--- src/rtl/handshake_rr_arbiter_if.sv ---
// Handshake bundle between NUM_REQ upstream requesters, the arbiter and one downstream sink.
// The slave modport is the arbiter's view; master is the environment driving it.
interface handshake_rr_arbiter_if #(
  parameter int NUM_REQ = 4,
  parameter int DATA_W  = 32
);
  logic [NUM_REQ-1:0]        s_valid;
  logic [NUM_REQ*DATA_W-1:0] s_data;
  logic [NUM_REQ-1:0]        s_ready;
  logic                      m_valid;
  logic [DATA_W-1:0]         m_data;
  logic                      m_ready;

  modport master (
    output s_valid, s_data, m_ready,
    input  s_ready, m_valid, m_data
  );

  modport slave (
    input  s_valid, s_data, m_ready,
    output s_ready, m_valid, m_data
  );
endinterface

--- src/rtl/handshake_rr_arbiter.sv ---
// Round-robin arbiter funnelling NUM_REQ valid/ready requesters into one valid/ready sink,
// one word per grant, with the accepted word held and replayed until the sink takes it.
module handshake_rr_arbiter #(
  parameter  int NUM_REQ = 4,
  parameter  int DATA_W  = 32,
  localparam int IDW     = $clog2(NUM_REQ)
) (
  input  logic                 clk,
  input  logic                 rst,
  handshake_rr_arbiter_if.slave bus,
  output logic [IDW-1:0]       grant_id,
  output logic                 busy,
  output logic                 proto_err
);

  typedef enum logic [1:0] {
    ST_ARB,
    ST_ACCEPT,
    ST_SEND
  } state_t;

  state_t             state;
  logic [IDW-1:0]     rr_ptr;
  logic [DATA_W-1:0]  hold_q;
  logic [NUM_REQ-1:0] s_ready_q;
  logic               m_valid_q;

  logic               any_req;
  logic [IDW-1:0]     winner;
  logic [IDW-1:0]     next_ptr;
  logic [DATA_W-1:0]  req_data [NUM_REQ];

  for (genvar i = 0; i < NUM_REQ; i++) begin : g_unpack
    assign req_data[i] = bus.s_data[i*DATA_W +: DATA_W];
  end

  // Search rr_ptr, rr_ptr+1, ... (mod NUM_REQ); the first hit at the lowest offset wins.
  always_comb begin
    logic [IDW:0] sum;
    // NOTE: every combinational output gets a default first so no path leaves it
    // unassigned; otherwise synthesis infers a latch to hold the old value.
    any_req = 1'b0;
    winner  = rr_ptr;
    sum     = '0;
    for (int k = 0; k < NUM_REQ; k++) begin
      sum = {1'b0, rr_ptr} + (IDW+1)'(k);
      if (sum >= (IDW+1)'(NUM_REQ)) sum = sum - (IDW+1)'(NUM_REQ);
      if (!any_req && bus.s_valid[sum[IDW-1:0]]) begin
        any_req = 1'b1;
        winner  = sum[IDW-1:0];
      end
    end
  end

  assign next_ptr = (grant_id == IDW'(NUM_REQ-1)) ? '0 : grant_id + IDW'(1);

  // NOTE: all state below uses non-blocking assignments so every register samples the
  // pre-edge values; blocking here would make the result depend on statement order.
  always_ff @(posedge clk) begin
    if (rst) begin
      state     <= ST_ARB;
      rr_ptr    <= '0;
      grant_id  <= '0;
      s_ready_q <= '0;
      m_valid_q <= 1'b0;
      // NOTE: the hold register is reset too, because m_data is visible and must read
      // zero after reset; a pure data register would normally be left unreset.
      hold_q    <= '0;
      proto_err <= 1'b0;
    end else begin
      proto_err <= 1'b0;
      unique case (state)
        ST_ARB: begin
          if (any_req) begin
            grant_id  <= winner;
            s_ready_q <= NUM_REQ'(1) << winner;
            state     <= ST_ACCEPT;
          end
        end
        ST_ACCEPT: begin
          s_ready_q <= '0;
          if (bus.s_valid[grant_id]) begin
            hold_q    <= req_data[grant_id];
            m_valid_q <= 1'b1;
            state     <= ST_SEND;
          end else begin
            // Granted requester withdrew: flag it and re-arbitrate from the same pointer.
            proto_err <= 1'b1;
            state     <= ST_ARB;
          end
        end
        ST_SEND: begin
          if (bus.m_ready) begin
            m_valid_q <= 1'b0;
            rr_ptr    <= next_ptr;
            state     <= ST_ARB;
          end
        end
        default: state <= ST_ARB;
      endcase
    end
  end

  assign bus.s_ready = s_ready_q;
  assign bus.m_valid = m_valid_q;
  assign bus.m_data  = hold_q;
  assign busy        = (state != ST_ARB);

endmodule

--- src/flat_wrapper.sv ---
// flat-port wrapper written by rule: the top's interface ports become plain ports
module handshake_rr_arbiter_flat 
#(
  parameter  int NUM_REQ = 4,
  parameter  int DATA_W  = 32,
  localparam int IDW     = $clog2(NUM_REQ)
)
  (clk, rst, grant_id, busy, proto_err, bus_s_valid, bus_s_data, bus_m_ready, bus_s_ready, bus_m_valid, bus_m_data);
  handshake_rr_arbiter_if #(.NUM_REQ(NUM_REQ), .DATA_W(DATA_W)) bus_i ();
  input  logic clk;
  input  logic rst;
  output logic [IDW-1:0] grant_id;
  output logic busy;
  output logic proto_err;
  input wire logic [$bits(bus_i.s_valid)-1:0] bus_s_valid;
  input wire logic [$bits(bus_i.s_data)-1:0] bus_s_data;
  input wire logic [$bits(bus_i.m_ready)-1:0] bus_m_ready;
  output wire logic [$bits(bus_i.s_ready)-1:0] bus_s_ready;
  output wire logic [$bits(bus_i.m_valid)-1:0] bus_m_valid;
  output wire logic [$bits(bus_i.m_data)-1:0] bus_m_data;
  assign bus_i.s_valid = bus_s_valid;
  assign bus_i.s_data = bus_s_data;
  assign bus_i.m_ready = bus_m_ready;
  assign bus_s_ready = bus_i.s_ready;
  assign bus_m_valid = bus_i.m_valid;
  assign bus_m_data = bus_i.m_data;
  handshake_rr_arbiter #(.NUM_REQ(NUM_REQ), .DATA_W(DATA_W)) u_core (.clk(clk), .rst(rst), .bus(bus_i), .grant_id(grant_id), .busy(busy), .proto_err(proto_err));
endmodule
--- config.mk ---
export PLATFORM = sky130hd
export DESIGN_NAME = handshake_rr_arbiter_flat
export DESIGN_NICKNAME = d
export VERILOG_FILES = /design/src/rtl/handshake_rr_arbiter_if.sv /design/src/rtl/handshake_rr_arbiter.sv /design/src/flat_wrapper.sv
export SDC_FILE = /design/constraint.sdc
export NUM_CORES = 1
export LEC_CHECK = 0
export CORE_ASPECT_RATIO = 0.7
export CORE_UTILIZATION = 37
export CTS_BUF_LIST = sky130_fd_sc_hd__clkbuf_2
export DETAILED_ROUTE_END_ITERATION = 10
export GPL_ROUTABILITY_DRIVEN = 0
export MAX_ROUTING_LAYER = met4
export PLACE_DENSITY = 0.81
export SETUP_SLACK_MARGIN = 0.1
export SLEW_MARGIN = 10
export SYNTH_ARGS = -nofsm -noshare
export SYNTH_HDL_FRONTEND = slang
export SYNTH_SLANG_ARGS = --single-unit
--- constraint.sdc ---
create_clock -name clk -period 1.83 [get_ports clk]
set_input_delay 0.183 -clock clk [delete_from_list [all_inputs] [get_ports clk]]
set_output_delay 0.183 -clock clk [all_outputs]
set_load 0.01 [all_outputs]
# ---- Word-level counts from Yosys, hierarchy flattened
# Cells that the tools add are included.
dict set report classes {
  addsub 8
  n_lt_le_gt_ge 10
  eq_ne 6
  shift 1
  n_mux 36
  bitwise 2
  reduce_logical 17
}
# cell n
set ops {}
lappend ops {{$bmux W32 S2} 1}
lappend ops {{$mux W32} 2}
lappend ops {{$mux W2} 12}
lappend ops {{$lt A2 B3 Y1 const B} 5}
lappend ops {{$ge A3 B3 Y1 const B} 4}
lappend ops {{$mux W1} 12}
lappend ops {{$bmux W1 S2} 5}
lappend ops {{$reduce_and A2 Y1} 5}
lappend ops {{$pmux W4 S2} 1}
lappend ops {{$sub A2 B1 Y2 const B} 4}
lappend ops {{$add A2 B2 Y3 const B} 2}
lappend ops {{$pmux W2 S3} 1}
lappend ops {{$reduce_bool A2 Y1} 3}
lappend ops {{$eq A2 B2 Y1 const B} 2}
lappend ops {{$mux W4} 1}
lappend ops {{$ne A2 B1 Y1 const B} 2}
lappend ops {{$shl A1 B2 Y4 const A} 1}
lappend ops {{$add A2 B1 Y3 const B} 1}
lappend ops {{$ge A2 B3 Y1 const B} 1}
lappend ops {{$logic_and A1 B1 Y1} 3}
lappend ops {{$logic_not A1 Y1} 3}
lappend ops {{$not A2 Y3} 1}
lappend ops {{$reduce_and A3 Y1} 1}
lappend ops {{$add A2 B1 Y2 const B} 1}
lappend ops {{other kinds (6)} 6}
dict set report word_totals {
  ff_bits 44
  in_bits 135
  output_inout_bits 41
}

# ---- Longest topological paths before layout
# Gate-level depths: netlist of the first run.
dict set report depth {
  word_depth 17
  mapped_depth 8
  ltp_nobuf 5
}

# ---- Worst setup path after synthesis of the first run
# OpenSTA, ideal clock, no wires.
dict set report synth_path {
  kind {reg2reg}
  from {reg u_core.grant_id[0]}
  to {reg u_core.hold_q[20], in the netlist u_core.bus.m_data[20]}
  t_arrival_ns 1.680
  required_ns 1.759
  setup_slack_ns 0.079
  path_stages_with_launch 9
  n_path_buf 3
  synth_period_minus_slack_ns 1.751
  path_cell_list {dfxtp_1 buf_6 mux4_2 nand2_1 or2_1 buf_6 buf_12 nand2_2 a21oi_2}
}
dict set report synth_via {
  elab_chain_cells 4
}
# item line_no
set synth_rtl {}
lappend synth_rtl {{from (decl)} handshake_rr_arbiter.sv:11} ;# output logic [IDW-1:0] grant_id,
lappend synth_rtl {{from (signal assigned)} handshake_rr_arbiter.sv:75} ;# grant_id <= winner;
lappend synth_rtl {{$not A2 Y3 (not written as such)} handshake_rr_arbiter.sv:83} ;# hold_q <= req_data[grant_id];
lappend synth_rtl {{$bmux W32 S2} handshake_rr_arbiter.sv:83}
lappend synth_rtl {{$mux W32 (not written as such) (2 in a row)} handshake_rr_arbiter.sv:83}
lappend synth_rtl {{to (signal assigned)} handshake_rr_arbiter.sv:83}
lappend synth_rtl {{to (decl)} handshake_rr_arbiter.sv:24} ;# logic [DATA_W-1:0] hold_q;
# Several ways; a longest one is shown, not always the timed one. The select of a mux whose other input is x is not followed.
# A chain may end at the register's enable or synchronous reset.

# ---- Worst setup path in the final report of the first run
dict set report layout_path {
  from {reg u_core.grant_id[0]}
  to {reg u_core.hold_q[23], in the netlist u_core.bus.m_data[23]}
}
# The elaborated chain is that of the path after synthesis.

==> results of run 1 <==
[flip-flops by register name, indices dropped and copies added (netlist names)]
signal,count
u_core.bus.m_data,32
u_core.grant_id,2
u_core.state,2
u_core.bus.m_valid,1
u_core.proto_err,1
u_core.rr_ptr,2
u_core.bus.s_ready,4
[layout make-up]
cell class	count	area [um2]	area share
flip-flops and latches	44	892	0.188
inverters	1	3.75	0.000791
clock buffers	6	30.0	0.00633
clock inverters	2	35.0	0.00738
well taps	94	118	0.0248
multi-input cells	179	1620	0.342
repair buffers	195	2040	0.431
[metrics by stage]
| step | setup WS, ns | instances |
|---|---|---|
| floorplan | 0.136 | 245 |
| global placement | -0.0628 | 507 |
| detailed placement | -0.124 | 507 |
| CTS | 0.124 | 520 |
| global route | 0.115 | 521 |
| finish | 0.170 | 521 |
[repair_timing]
| action | in CTS | in global routing |
|---|---|---|
| buffers inserted | 3 | 1 |
| setup endpoints to repair | 3 | 26 |
| cloned | 2 | 0 |
| resized for setup | 6 | 2 |
[Yosys cell counts (2+ instances only)]
cell       n
a21oi_1   13
a21oi_2   28
buf_12     3
buf_2      7
buf_6      2
clkbuf_1   9
dfxtp_1   44
mux2i_1    3
mux4_2    33
nand2_1   40
nand2_2   28
nand3_1    4
nand3b_1   2
nor2_1     9
nor2b_1    3
nor3_1     2
o21ai_0    2
or2_2      2
or3b_1     2
[worst paths after layout]
check | from | endpoint | cells after the start
worst max-delay path | u_core.grant_id[0] | u_core.bus.m_data[23] | 6
worst max register to register | u_core.grant_id[0] | u_core.bus.m_data[23] | 6
worst min-delay path | rst | u_core.state[0] | 2
worst min register to register | u_core.bus.m_data[4] | u_core.bus.m_data[4] | 2
[worst reg2reg max path: stages, from the launching register on]
cell     delay (ns)
dfxtp_4        0.43
mux4_2         0.53
nand2_1        0.12
or2_4          0.18
buf_12         0.16
nand2_2        0.07
a21oi_2        0.13
[layer usage]
metal / vias to the layer above / routed length, um / GRT usage
met5: - / 0 / -
met4: 0 / 80 / 0.0642
met3: 11 / 875 / 0.0613
met2: 127 / 4230 / 0.419
met1: 1260 / 3340 / 0.259
li1: 1246 / - / -
[power groups by stage]
stage          Sequential [W]  Clock, W  Combinational (W)
2_1_floorplan         0.00111         0           0.000413
3_3_place_gp          0.00108         0           0.000925
3_5_place_dp          0.00108         0           0.000942
4_1_cts               0.00106  0.000572           0.000977
5_1_grt               0.00107  0.000619            0.00104
6_report              0.00106  0.000557           0.000973
[cells by family (layout without fill, tap and decap cells)]
family,count (synthesis),after routing,share of synthesized area
and+or+nand+nor,95,95,0.178
DFF,44,44,0.333
adders and majority gates,1,1,0.00473
muxes,36,36,0.292
AOI/OAI and AO/OA,47,47,0.134
buffers and inverters,22,204,0.0586
==> impl_metrics.json, run 1 <==
{
  "fin_area_um2": 4740,
  "hp-class": "in2reg",
  "cp_max_fo": 13,
  "dp_hpwl_mm": 6.33,
  "max_freq_ghz": 0.602,
  "power.internal_w": 0.00189,
  "viasPerCell": 5.07,
  "cts_tree": "done",
  "fp.dieW_um": 103,
  "start_kind": "flip-flop",
  "clock_path_buffers": 2,
  "wirelength_mm": 8.53,
  "cts-root-buf": "clkbuf_2",
  "rsz0062_at_grt": "false",
  "synth_area_leaders": "dfxtp_1 (33%), mux4_2 (28%), a21oi_2 (9.3%)",
  "yosys_register_bits": 44,
  "fillers": 545,
  "vias": 2644,
  "grtUsageTotal": 0.234,
  "area.growth.synth_to_final_pct": 79.2,
  "p_seq_frac": 0.410,
  "syn_area_um2": 2650,
  "grt_start_max_net_pins": 27,
  "insertion_delay_ns": 0.41,
  "synth_edf_count": 0,
  "cts_max_level": 2,
  "required_ns": 2.19,
  "ys_seq_area_frac": 0.333,
  "start_util": 0.388,
  "fin_skew_ns": 0.0239,
  "cp.arrival_ns": 2.02,
  "r2r_slack_ns": 0.17,
  "grt_pass1_wl_mm": 12.8,
  "synth-main-ff-cell": "dfxtp_1",
  "synth_cells": 245,
  "finalHoldViolations": 0,
  "final_nets": 562,
  "final.setup.tns_ns": 0,
  "syn_avg_cell_area_um2": 10.8,
  "path_buf_inv": 1,
  "yosysWarningCount": 0,
  "p_sw_frac": 0.273,
  "worstMarginPinSlew_ns": 0.469,
  "die_area_um2": 7500,
  "end_kind": "flip-flop",
  "cts_sinks": 44,
  "fin_util": 0.696,
  "pwr-share-comb": 0.375,
  "ant_nets": 0,
  "maxSlewHeadroom": 0.687,
  "leakagePower_nw": 1.64,
  "first_global_vias": 2729,
  "yosysTopAreaCellShare": 0.333,
  "antenna_found_initial": 0,
  "placed_area_um2": 4570,
  "wl_per_cell_um": 16.4,
  "layout_worst_path_cycle_share": 0.907,
  "p_sw_w": 0.000707,
  "core_area_um2": 6820,
  "diodes": 0,
  "firstDrtPassIters": 4,
  "drc": 0,
  "die_h_um": 72.8,
  "ioPinCount": 176,
  "worstSetupPathType": "reg2reg",
  "total_power_w": 0.00259,
  "p_per_area_nw_per_um2": 547,
  "mostFrequentLayoutCells": "clkdlybuf4s50_1 (172), dfxtp_1 (41), nand2_1 (40), mux4_2 (33)",
  "status": "completed",
  "maxCapViolations": 0,
  "path_cells": "mux4_2 > nand2_1 > or2_4 > buf_12 > nand2_2 > a21oi_2",
  "whs_ns": 0.190,
  "drive_gt1_frac": 0.293,
  "path_clk_slew_ns": 0.24,
  "slowest_stage": "mux4_2",
  "drt_iter0_drc": 53,
  "final_common_cell": "clkdlybuf4s50_1",
  "cpPeakStageDelay_ns": 0.53,
  "setup_viol_count_final": 0,
  "clkPwrFrac": 0.215,
  "synth_cell_types": 28,
  "numCtsBuffers": 5,
  "post-route-min-period_ns": 1.66,
  "maxSlewViolCount": 0,
  "rows": 25,
  "cts_hold_buffers": 0,
  "ir_drop_mv": 0.242,
  "cp_top_family": "multiplexers",
  "synth_fp_nets": 381,
  "overflow": 0,
  "port_buffers": 175,
  "yosys.area.top_type": "dfxtp_1",
  "postSynth.asyncResetShare": 0
}
Note: power is estimated with default switching activity, not from simulation.
==> run 2: changes to the inputs <==
--- a/config.mk
+++ b/config.mk
@@ -13,7 +13,7 @@
 export MAX_ROUTING_LAYER = met4
 export PLACE_DENSITY = 0.81
 export SETUP_SLACK_MARGIN = 0.1
-export SLEW_MARGIN = 10
+export SLEW_MARGIN = 20
 export SYNTH_ARGS = -nofsm -noshare
 export SYNTH_HDL_FRONTEND = slang
 export SYNTH_SLANG_ARGS = --single-unit
==> results of run 2 <==
The final DEF is identical to that of run 1; final timing and power are the same.
==> run 3: changes to the inputs <==
--- a/config.mk
+++ b/config.mk
@@ -10,6 +10,7 @@
 export CTS_BUF_LIST = sky130_fd_sc_hd__clkbuf_2
 export DETAILED_ROUTE_END_ITERATION = 10
 export GPL_ROUTABILITY_DRIVEN = 0
+export GPL_TIMING_DRIVEN = 0
 export MAX_ROUTING_LAYER = met4
 export PLACE_DENSITY = 0.81
 export SETUP_SLACK_MARGIN = 0.1
==> impl_metrics.json, run 3 (synthesis results as in run 1) <==
{
  "total_power_w": 0.00240,
  "cts_max_level": 2,
  "cts_tree": "done",
  "start_kind": "flip-flop",
  "pre_cts_ws_ns": -0.254,
  "whs_path_depth": 2,
  "post-route-min-period_ns": 1.75,
  "r2r_slack_ns": 0.08,
  "wirelength_mm": 8.34,
  "cts_hold_buffers": 0,
  "diodes": 0,
  "r2r.worst_path.cells": 8,
  "drive_gt1_frac": 0.285,
  "rows": 25,
  "reg2reg_from": "u_core.grant_id[0]",
  "power.internal_w": 0.00172,
  "dp_hpwl_mm": 6.81,
  "fillers": 578,
  "vias": 2601,
  "insertion_delay_ns": 0.39,
  "clkPwrFrac": 0.168,
  "status": "completed",
  "start_util": 0.388,
  "hp-start": "rst",
  "wl_per_cell_um": 15.9,
  "viasPerCell": 4.95,
  "hp-class": "in2reg",
  "setup_viol_count_final": 0,
  "rsz0062_at_grt": "true",
  "maxSlewViolCount": 0,
  "dp.cells": 513,
  "grtUsageTotal": 0.230,
  "worstSetupPathType": "reg2reg",
  "grt_pass1_wl_mm": 12.5,
  "hold_path_end": "u_core.bus.m_data[1]",
  "cp_max_fo": 10,
  "reg2reg_to": "u_core.bus.m_data[15]",
  "ir_drop_mv": 0.246,
  "antenna_found_initial": 0,
  "cts_sinks": 44,
  "fp.dieW_um": 103,
  "numCtsBuffers": 5,
  "die_area_um2": 7500,
  "fin_skew_ns": 0.0113,
  "maxSlewHeadroom": 0.537,
  "end_kind": "flip-flop",
  "pwr-share-comb": 0.388,
  "max_freq_ghz": 0.570,
  "first_global_vias": 2642,
  "mostFrequentLayoutCells": "clkdlybuf4s50_1 (173), dfxtp_1 (42), nand2_1 (39), mux4_2 (33), nand2_2 (29)",
  "final_nets": 566,
  "layout_worst_path_cycle_share": 0.959,
  "overflow": 0,
  "p_sw_w": 0.000681,
  "whs_ns": 0.166,
  "final_common_cell": "clkdlybuf4s50_1",
  "core_area_um2": 6820,
  "firstDrtPassIters": 4,
  "largest_reg_flops": 32,
  "worstMarginPinSlew_ns": 0.694,
  "path_clk_slew_ns": 0.21,
  "p_per_area_nw_per_um2": 521,
  "leakagePower_nw": 1.59,
  "fin_cells": 525,
  "cp.arrival_ns": 2.08,
  "worst_slack_ns": 0.0752,
  "cts-root-buf": "clkbuf_2",
  "p_sw_frac": 0.284,
  "multiInputGateArea_um2": 1620,
  "area.growth.synth_to_final_pct": 73.6,
  "maxCapViolations": 0,
  "ant_nets": 0,
  "port_buffers": 174,
  "grt_start_max_net_pins": 13,
  "die_h_um": 72.8,
  "clock_path_buffers": 2,
  "finalHoldViolations": 0,
  "required_ns": 2.16,
  "drc": 0,
  "drt_iter0_drc": 57,
  "seq_area_um2": 883,
  "p_seq_frac": 0.444,
  "ioPinCount": 176
}
==> run 3: worst max-delay path, stage by stage (launching register included) <==
cell and delay, ns:
dfxtp_2 0.38, buf_6 0.11, mux4_2 0.52, nand2_2 0.10
or2_1 0.11, buf_6 0.14, buf_12 0.14, nand2_2 0.06
a21oi_2 0.13
==> run 3: worst max-delay path by stage <==
stage | start | endpoint | slack, ns | cells past startpoint
CTS | u_core.grant_id[0] | u_core.bus.m_data[15] | 0.06 | 8
detailed placement | bus_s_valid[3] | u_core.bus.m_data[29] | -0.25 | 7
finish | u_core.grant_id[0] | u_core.bus.m_data[15] | 0.08 | 8
global placement | bus_s_valid[3] | u_core.bus.m_data[28] | -0.21 | 7
global route | u_core.grant_id[0] | u_core.bus.m_data[23] | -0.02 | 8
floorplan | u_core.grant_id[0] | u_core.bus.m_data[20] | 0.14 | 8
==> run 3: routing by layer <==
| metal | up-vias | part of all wire | GRT usage |
|---|---|---|---|
| met5 | - | 0 | - |
| met3 | 12 | 0.090 | 0.0575 |
| met1 | 1209 | 0.40 | 0.267 |
| met4 | 0 | 0.017 | 0.0626 |
| li1 | 1251 | - | - |
| met2 | 129 | 0.49 | 0.398 |
==> run 3: final cells by class <==
class                   instances  area share
well taps                      94      0.0256
clock buffers                   7     0.00762
inverters                       1    0.000817
flip-flops and latches         44       0.192
clock inverters                 1    0.000817
repair buffers                178       0.385
multi-input cells             179       0.353
plain buffers                  21      0.0351
==> run 3: timing repair <==
| action | CTS | global route |
|---|---|---|
| pin swaps | 0 | 1 |
| buffers inserted | 4 | 0 |
| endpoints found under the setup margin | 34 | 34 |
| resized for setup | 8 | 3 |
==> run 3: per-stage QoR <==
step / instance area, um2 / utilization / setup TNS [ns]
after global routing: 4600 / 0.674 / -0.165
after detailed placement: 4510 / 0.661 / -7.11
final: 4600 / 0.674 / 0
after floorplan: 2650 / - / 0
after CTS: 4590 / 0.673 / 0
after global placement: 4510 / 0.661 / -6.23
==> run 3: power by group through the flow <==
stage               logic, W  clock network, W  registers (W)
floorplan           0.000413                 0        0.00111
global placement    0.000908                 0        0.00108
detailed placement  0.000921                 0        0.00108
CTS                 0.000937          0.000416        0.00106
global route         0.00100          0.000454        0.00107
finish              0.000930          0.000403        0.00106
